## src/rtl/seg_scan_pkg.sv

```systemverilog
// Shared types and constants for the seven-segment scan controller.
// The segment table is ordered {A,B,C,D,E,F,G}, active-high.
package seg_scan_pkg;

  typedef enum logic [1:0] {
    IDLE  = 2'd0,
    BLANK = 2'd1,
    DRIVE = 2'd2
  } state_e;

  typedef struct packed {
    logic [15:0] code;
    logic        dp_en;
    logic [1:0]  dp_pos;
    logic        blank_lz;
  } disp_val_t;

  localparam int         NUM_DIGITS = 4;
  localparam logic [6:0] SEG_OFF    = 7'b000_0000;

  // Index 15 is listed first so HEX_SEG[code] selects the pattern for code.
  localparam logic [15:0][6:0] HEX_SEG = {
    7'b1000111, 7'b1001111, 7'b0111101, 7'b1001110,
    7'b0011111, 7'b1110111, 7'b1111011, 7'b1111111,
    7'b1110000, 7'b1011111, 7'b1011011, 7'b0110011,
    7'b1111001, 7'b1101101, 7'b0110000, 7'b1111110
  };

endpackage

```

## src/rtl/seg_hex_decode.sv

```systemverilog
// Combinational hex digit to seven-segment pattern decoder.
module seg_hex_decode
  import seg_scan_pkg::*;
(
  input  logic [3:0] code_i,
  output logic [6:0] seg_o
);

  assign seg_o = HEX_SEG[code_i];

endmodule

```

## src/rtl/seg_scan_ctrl.sv

```systemverilog
// Four-digit multiplexed seven-segment scanner with dead time, frame-aligned
// value updates through a load/ready shadow register, and leading-zero blanking.
module seg_scan_ctrl
  import seg_scan_pkg::*;
#(
  parameter int TICK_DIV     = 1024,
  parameter int BLANK_CYCLES = 16
) (
  input  logic        clk_i,
  input  logic        rst_i,
  input  logic        enable_i,
  input  logic        load_i,
  output logic        ready_o,
  input  logic [15:0] digit_code_i,
  input  logic        dp_en_i,
  input  logic [1:0]  dp_pos_i,
  input  logic        blank_lz_i,
  output logic [6:0]  seg_o,
  output logic        dp_o,
  output logic [3:0]  n_digit_o,
  output logic        frame_done_o
);

  localparam int            CW            = $clog2(TICK_DIV);
  localparam logic [CW-1:0] CNT_BLANK_END = CW'(BLANK_CYCLES - 1);
  localparam logic [CW-1:0] CNT_SLOT_END  = CW'(TICK_DIV - 1);
  localparam logic [CW-1:0] CNT_ONE       = CW'(1);

  state_e          state_q, state_d;
  logic [CW-1:0]   cnt_q, cnt_d;
  logic [1:0]      idx_q, idx_d;
  logic            pending_q, pending_d;
  disp_val_t       shadow_q, shadow_d;
  disp_val_t       active_q, active_d;
  logic [6:0]      seg_q, seg_d;
  logic            dp_q, dp_d;
  logic [3:0]      n_digit_q, n_digit_d;
  logic            frame_done_q, frame_done_d;
  logic            ready_q, ready_d;

  logic            boundary_s;
  logic            transfer_s;
  logic            load_ok_s;
  logic [3:0]      zero_s;
  logic [3:0]      protect_s;
  logic [3:0]      keep_s;
  logic [3:0]      blank_mask_s;
  logic [3:0]      dec_code_s;
  logic [6:0]      dec_seg_s;

  // The boundary is the last drive cycle of digit 3; in IDLE a pending value moves immediately.
  assign boundary_s = enable_i && (state_q == DRIVE) && (idx_q == 2'd3) && (cnt_q == CNT_SLOT_END);
  assign transfer_s = pending_q && (boundary_s || (state_q == IDLE));
  assign load_ok_s  = load_i && !pending_q;

  // Scan sequencing: slot counter, digit index and frame pulse.
  always_comb begin
    state_d      = state_q;
    cnt_d        = cnt_q;
    idx_d        = idx_q;
    frame_done_d = 1'b0;
    if (!enable_i) begin
      state_d = IDLE;
      cnt_d   = '0;
      idx_d   = 2'd0;
    end else begin
      case (state_q)
        IDLE: begin
          state_d = BLANK;
          cnt_d   = '0;
          idx_d   = 2'd0;
        end
        BLANK: begin
          if (cnt_q == CNT_BLANK_END) begin
            state_d = DRIVE;
          end else begin
            state_d = BLANK;
          end
          cnt_d = cnt_q + CNT_ONE;
        end
        DRIVE: begin
          if (cnt_q == CNT_SLOT_END) begin
            state_d      = BLANK;
            cnt_d        = '0;
            idx_d        = idx_q + 2'd1;
            frame_done_d = (idx_q == 2'd3);
          end else begin
            cnt_d = cnt_q + CNT_ONE;
          end
        end
        default: begin
          state_d = IDLE;
          cnt_d   = '0;
          idx_d   = 2'd0;
        end
      endcase
    end
  end

  // Shadow capture on accepted load and shadow-to-active transfer.
  always_comb begin
    if (load_ok_s) begin
      shadow_d  = '{code: digit_code_i, dp_en: dp_en_i, dp_pos: dp_pos_i, blank_lz: blank_lz_i};
      pending_d = 1'b1;
    end else if (transfer_s) begin
      shadow_d  = shadow_q;
      pending_d = 1'b0;
    end else begin
      shadow_d  = shadow_q;
      pending_d = pending_q;
    end
    if (transfer_s) begin
      active_d = shadow_q;
    end else begin
      active_d = active_q;
    end
    ready_d = !pending_d;
  end

  // Per-digit zero detect and DP protection against blanking.
  always_comb begin
    for (int k = 0; k < NUM_DIGITS; k++) begin
      zero_s[k]    = (active_q.code[4*k +: 4] == 4'h0);
      protect_s[k] = active_q.dp_en && (2'(k) <= active_q.dp_pos);
      keep_s[k]    = zero_s[k] && !protect_s[k];
    end
  end

  // A digit blanks only when every digit to its left is also blanked.
  assign blank_mask_s[3] = active_q.blank_lz && keep_s[3];
  assign blank_mask_s[2] = active_q.blank_lz && keep_s[3] && keep_s[2];
  assign blank_mask_s[1] = active_q.blank_lz && (&keep_s[3:1]);
  assign blank_mask_s[0] = 1'b0;

  // Select the digit that will be shown in the next cycle.
  always_comb begin
    case (idx_d)
      2'd0:    dec_code_s = active_q.code[3:0];
      2'd1:    dec_code_s = active_q.code[7:4];
      2'd2:    dec_code_s = active_q.code[11:8];
      2'd3:    dec_code_s = active_q.code[15:12];
      default: dec_code_s = 4'h0;
    endcase
  end

  seg_hex_decode u_decode (
    .code_i (dec_code_s),
    .seg_o  (dec_seg_s)
  );

  // Next output values, derived from the next state so outputs stay registered.
  always_comb begin
    if (state_d == DRIVE) begin
      n_digit_d = ~(4'b0001 << idx_d);
      seg_d     = blank_mask_s[idx_d] ? SEG_OFF : dec_seg_s;
      dp_d      = active_q.dp_en && (idx_d == active_q.dp_pos);
    end else begin
      n_digit_d = 4'b1111;
      seg_d     = SEG_OFF;
      dp_d      = 1'b0;
    end
  end

  // All state and output registers.
  always_ff @(posedge clk_i or posedge rst_i) begin
    if (rst_i) begin
      state_q      <= IDLE;
      cnt_q        <= '0;
      idx_q        <= 2'd0;
      pending_q    <= 1'b0;
      shadow_q     <= '0;
      active_q     <= '0;
      seg_q        <= SEG_OFF;
      dp_q         <= 1'b0;
      n_digit_q    <= 4'b1111;
      frame_done_q <= 1'b0;
      ready_q      <= 1'b1;
    end else begin
      state_q      <= state_d;
      cnt_q        <= cnt_d;
      idx_q        <= idx_d;
      pending_q    <= pending_d;
      shadow_q     <= shadow_d;
      active_q     <= active_d;
      seg_q        <= seg_d;
      dp_q         <= dp_d;
      n_digit_q    <= n_digit_d;
      frame_done_q <= frame_done_d;
      ready_q      <= ready_d;
    end
  end

  assign seg_o        = seg_q;
  assign dp_o         = dp_q;
  assign n_digit_o    = n_digit_q;
  assign frame_done_o = frame_done_q;
  assign ready_o      = ready_q;

endmodule
```

## config.mk

```make
export PLATFORM = sky130hd
export DESIGN_NAME = seg_scan_ctrl
export DESIGN_NICKNAME = d
export VERILOG_FILES = /design/src/rtl/seg_scan_pkg.sv /design/src/rtl/seg_hex_decode.sv /design/src/rtl/seg_scan_ctrl.sv
export SDC_FILE = /design/constraint.sdc
export NUM_CORES = 1
export LEC_CHECK = 0
export CELL_PAD_IN_SITES_DETAIL_PLACEMENT = 0
export CELL_PAD_IN_SITES_GLOBAL_PLACEMENT = 1
export CORE_MARGIN = 2
export CORE_UTILIZATION = 55
export DETAILED_ROUTE_END_ITERATION = 8
export DONT_BUFFER_PORTS = 1
export PLACE_DENSITY = 0.95
export REMOVE_ABC_BUFFERS = 1
export SYNTH_ARGS = -nofsm -noshare
export SYNTH_HDL_FRONTEND = slang
export SYNTH_HIERARCHICAL = 1
export SYNTH_SLANG_ARGS = --single-unit
```

## constraint.sdc

```tcl
create_clock -name clk_i -period 6.5 [get_ports clk_i]
set_input_delay 1.3 -clock clk_i [delete_from_list [all_inputs] [get_ports clk_i]]
set_output_delay 1.3 -clock clk_i [all_outputs]
set_load 0.02 [all_outputs]
```

==> flow_metrics.py <==
metrics = {
    "grt": {
        "grt_pass1_wl_microns": 9811,
        "grt_antenna_before_repair": 0,
        "grt_usage": 0.1950,
        "grt_pass1_vias": 1925,
        "grt_start_max_net_pins": 70,
        "use_met2": 0.2919,
        "use_met3": 0.06087,
        "busiest_layer": "met2",
        "grt_use_met1": 0.2708,
        "overflow": 0,
    },
    "finish": {
        "syn_to_final_growth_pct": 8.330,
        "n_antenna_cell": 0,
        "fillers": 474,
        "stdcell_count": 353,
        "drive_gt1_frac": 0.2770,
        "stdcell_area_sq_um": 3694,
        "layout.nets": 310,
    },
    "yosys": {
        "synth_cell_types": 54,
        "netlist_area_sq_um": 3410,
        "synth_edf_count": 0,
        "avgSynthCellArea_sq_um": 12.49,
        "ys_ff_latch": 69,
        "synth_ff_type": "dfrtp_1",
        "netlist_instances": 273,
        "async_flop_share": 1.000,
        "synth_top_area_share": 0.4697,
        "synth.most_common_cell": "dfrtp_1",
        "yosys-top-cells-count": "dfrtp_1 (64), mux2_2 (42), nor2_1 (18)",
        "ys_warn_count": 6,
        "yosys.area.top_type": "dfrtp_1",
        "yosysSeqAreaShare": 0.5083,
        "synth.area.top_cells": "dfrtp_1 (47%), mux2_2 (14%), ha_1 (4.8%)",
    },
    "placement": {
        "place.gp.congestion": 0.8113,
        "dpl.cell_count": 337,
        "numPortBuffers": 0,
        "post-dp-hpwl_microns": 4154,
        "dpl_cell_area_sq_um": 3432,
    },
    "power_and_ir_drop": {
        "switching_share": 0.2835,
        "pwr-share-comb": 0.247,
        "p_leak_nw": 1.597,
        "p_int_mw": 1.031,
        "powerDensity_nw_per_um2": 389.6,
        "fin_total_pwr_mw": 1.439,
        "p_switching_mw": 0.4079,
        "ir_worst_vdd_uv": 230.4,
        "clock_power_share": 0.320,
        "p_seq_frac": 0.433,
    },
    "clock_tree": {
        "cts_tree": "yes",
        "root_buffer": "clkbuf_8",
        "cts_buffers": 9,
        "cts_resized": 0,
        "cts_buffer_depth": 2,
        "insertion_delay_ns": 0.34,
        "path_clk_slew_ns": 0.08,
        "post_cts_buffers": 0,
        "htree_num_levels": 3,
        "cts.sinks": 69,
        "cts_hold_buf": 0,
    },
    "drt": {
        "routed_wl_microns": 5921,
        "wl_per_cell_microns": 16.77,
        "drtIter0Drc": 102,
        "drc": 0,
        "viasPerCell": 5.779,
        "via_count": 2040,
        "antenna_left": 0,
        "drt_pre_antenna_iters": 4,
    },
    "worst_setup_path": {
        "cp.required_ns": 6.71,
        "cpMaxStageDelayCell": "mux4_1",
        "slowest_delay_ns": 0.49,
        "end_kind": "flip-flop",
        "worst_r2r_path_depth": 13,
        "worstSetupStartpoint": "enable_i",
        "path_cells": "nand2_1, a41o_1, or2_1, inv_1, mux2i_1, mux2i_1, inv_1, ha_1, mux4_1, nand3_1, nor2_1",
        "critPathLaunchType": "input port",
        "arrival_ns": 3.96,
        "crit_cells": 11,
        "cpLargestDelayFamily": "multiplexers",
        "path_class": "in -> reg",
        "path_buf_inv": 2,
        "critical_path.reg2reg.startpoint": "state_q[0]$_DFF_PP0_",
        "cp_max_fo": 11,
    },
    "timing": {
        "fin_crit_sh": 0.5766,
        "period_needed_ns": 3.748,
        "setup_viol_count_final": 0,
        "fin_worst_skew_ns": 0.007551,
        "tightest_slew_ns": 1.065,
        "slew_headroom": 0.2900,
        "hold_viol": 0,
        "max_freq_ghz": 0.2668,
        "rsz0062_at_grt": "false",
        "finalSetupTns_ns": 0,
        "drv_slew": 0,
    },
    "die": {
        "fp-row-count": 28,
        "dieWidth_microns": 82.74,
        "pin_count": 38,
        "die-area_sq_um": 6845,
        "start_util": 0.5725,
        "core_area_sq_um": 5956,
        "die_h_microns": 82.74,
    },
    "flow_run": {
        "cap_violations": 0,
    },
    "worst_hold_path": {
        "hp-start": "cnt_q[0]$_DFF_PP0_",
        "hold_class": "reg -> reg",
        "hold_depth": 1,
    },
    "run_status": {
        "status": "finished clean",
    },
}
final timing paths:
| check | endpoint | slack (ns) |
|---|---|---|
| min reg2reg | cnt_q[0]$_DFF_PP0_ | 0.47 |
| max in group asynchronous | shadow_q[0]$_DFFE_PP0P_ | 4.86 |
| max | seg_o[3]$_DFF_PP0_ | 2.75 |
| min in group asynchronous | cnt_q[1]$_DFF_PP0_ | 1.09 |
| max reg2reg | seg_o[3]$_DFF_PP0_ | 2.76 |
| min | cnt_q[0]$_DFF_PP0_ | 0.47 |
cells by family after synthesis:
group / Yosys count / share of synthesized area
buf+inv: 26 / 0.04037
compound gates: 23 / 0.06863
xor+xnor: 10 / 0.02569
flops: 69 / 0.5083
fa+ha+maj: 13 / 0.04771
simple gates: 74 / 0.1174
mux: 58 / 0.1919
state kept, by name, summed over array words and instances (netlist names):
| register | count |
|---|---|
| active_q | 20 |
| cnt_q | 10 |
| dp_o | 1 |
| frame_done_o | 1 |
| idx_q | 2 |
| n_digit_o | 4 |
| pending_q | 1 |
| ready_o | 1 |
| seg_o | 7 |
| shadow_q | 20 |
| state_q | 2 |
final cells by class:
cell class                      count  area [sq um]  share of cell area
Multi-Input combinational cell    178          1541              0.4173
Tap cell                           75         93.84             0.02541
Clock inverter                      6         133.9             0.03625
Inverter                           13         48.80             0.01321
Clock buffer                       10         127.6             0.03455
Timing Repair Buffer                2         15.01            0.004065
Sequential cell                    69          1733              0.4692
per-layer routing:
| layer | wire [microns] | share of wire |
|---|---|---|
| met5 | 0 | 0 |
| met2 | 2837 | 0.48 |
| met1 | 2678 | 0.45 |
| met4 | 81 | 0.014 |
| met3 | 323 | 0.055 |
worst reg2reg max path: stages (launching register included):
cell and delay (ns):
dfrtp_1 0.43, inv_1 0.10, ha_1 0.37, a22oi_1 0.11, a41o_1 0.28, or2_1 0.31, inv_1 0.39, mux2i_1 0.14
mux2i_1 0.38, inv_1 0.17, ha_1 0.33, mux4_1 0.49, nand3_1 0.08, nor2_1 0.04
cells in the final DEF (no fill, tap or decap), drive strengths merged, types with 4 or more instances in the layout:
master / count
nor2: 18
bufinv: 4
mux2i: 14
nand2: 13
inv: 14
nor3: 4
ha: 13
dfstp: 5
and3b: 4
mux2: 43
clkbuf: 10
xnor2: 6
xor2: 4
nor4: 4
nand3: 9
dfrtp: 64
per-stage QoR:
stage	util	setup slack, ns	hold WS (ns)
after floorplan	-	2.576	0.4329
after global placement	0.5763	2.540	0.4458
after global routing	0.6202	2.427	0.4921
after detailed placement	0.5763	2.390	0.4592
final	0.6202	2.752	0.4669
after CTS	0.6202	2.740	0.4695
power by group through the flow:
stage          Combinational, mW  Sequential (mW)  Clock (mW)
2_1_floorplan              0.296            0.597           0
3_3_place_gp               0.338            0.628           0
3_5_place_dp               0.352            0.632           0
4_1_cts                    0.357            0.625       0.465
5_1_grt                    0.393            0.639       0.488
6_report                   0.356            0.623       0.460
Note: power is estimated with default switching activity, not from simulation.
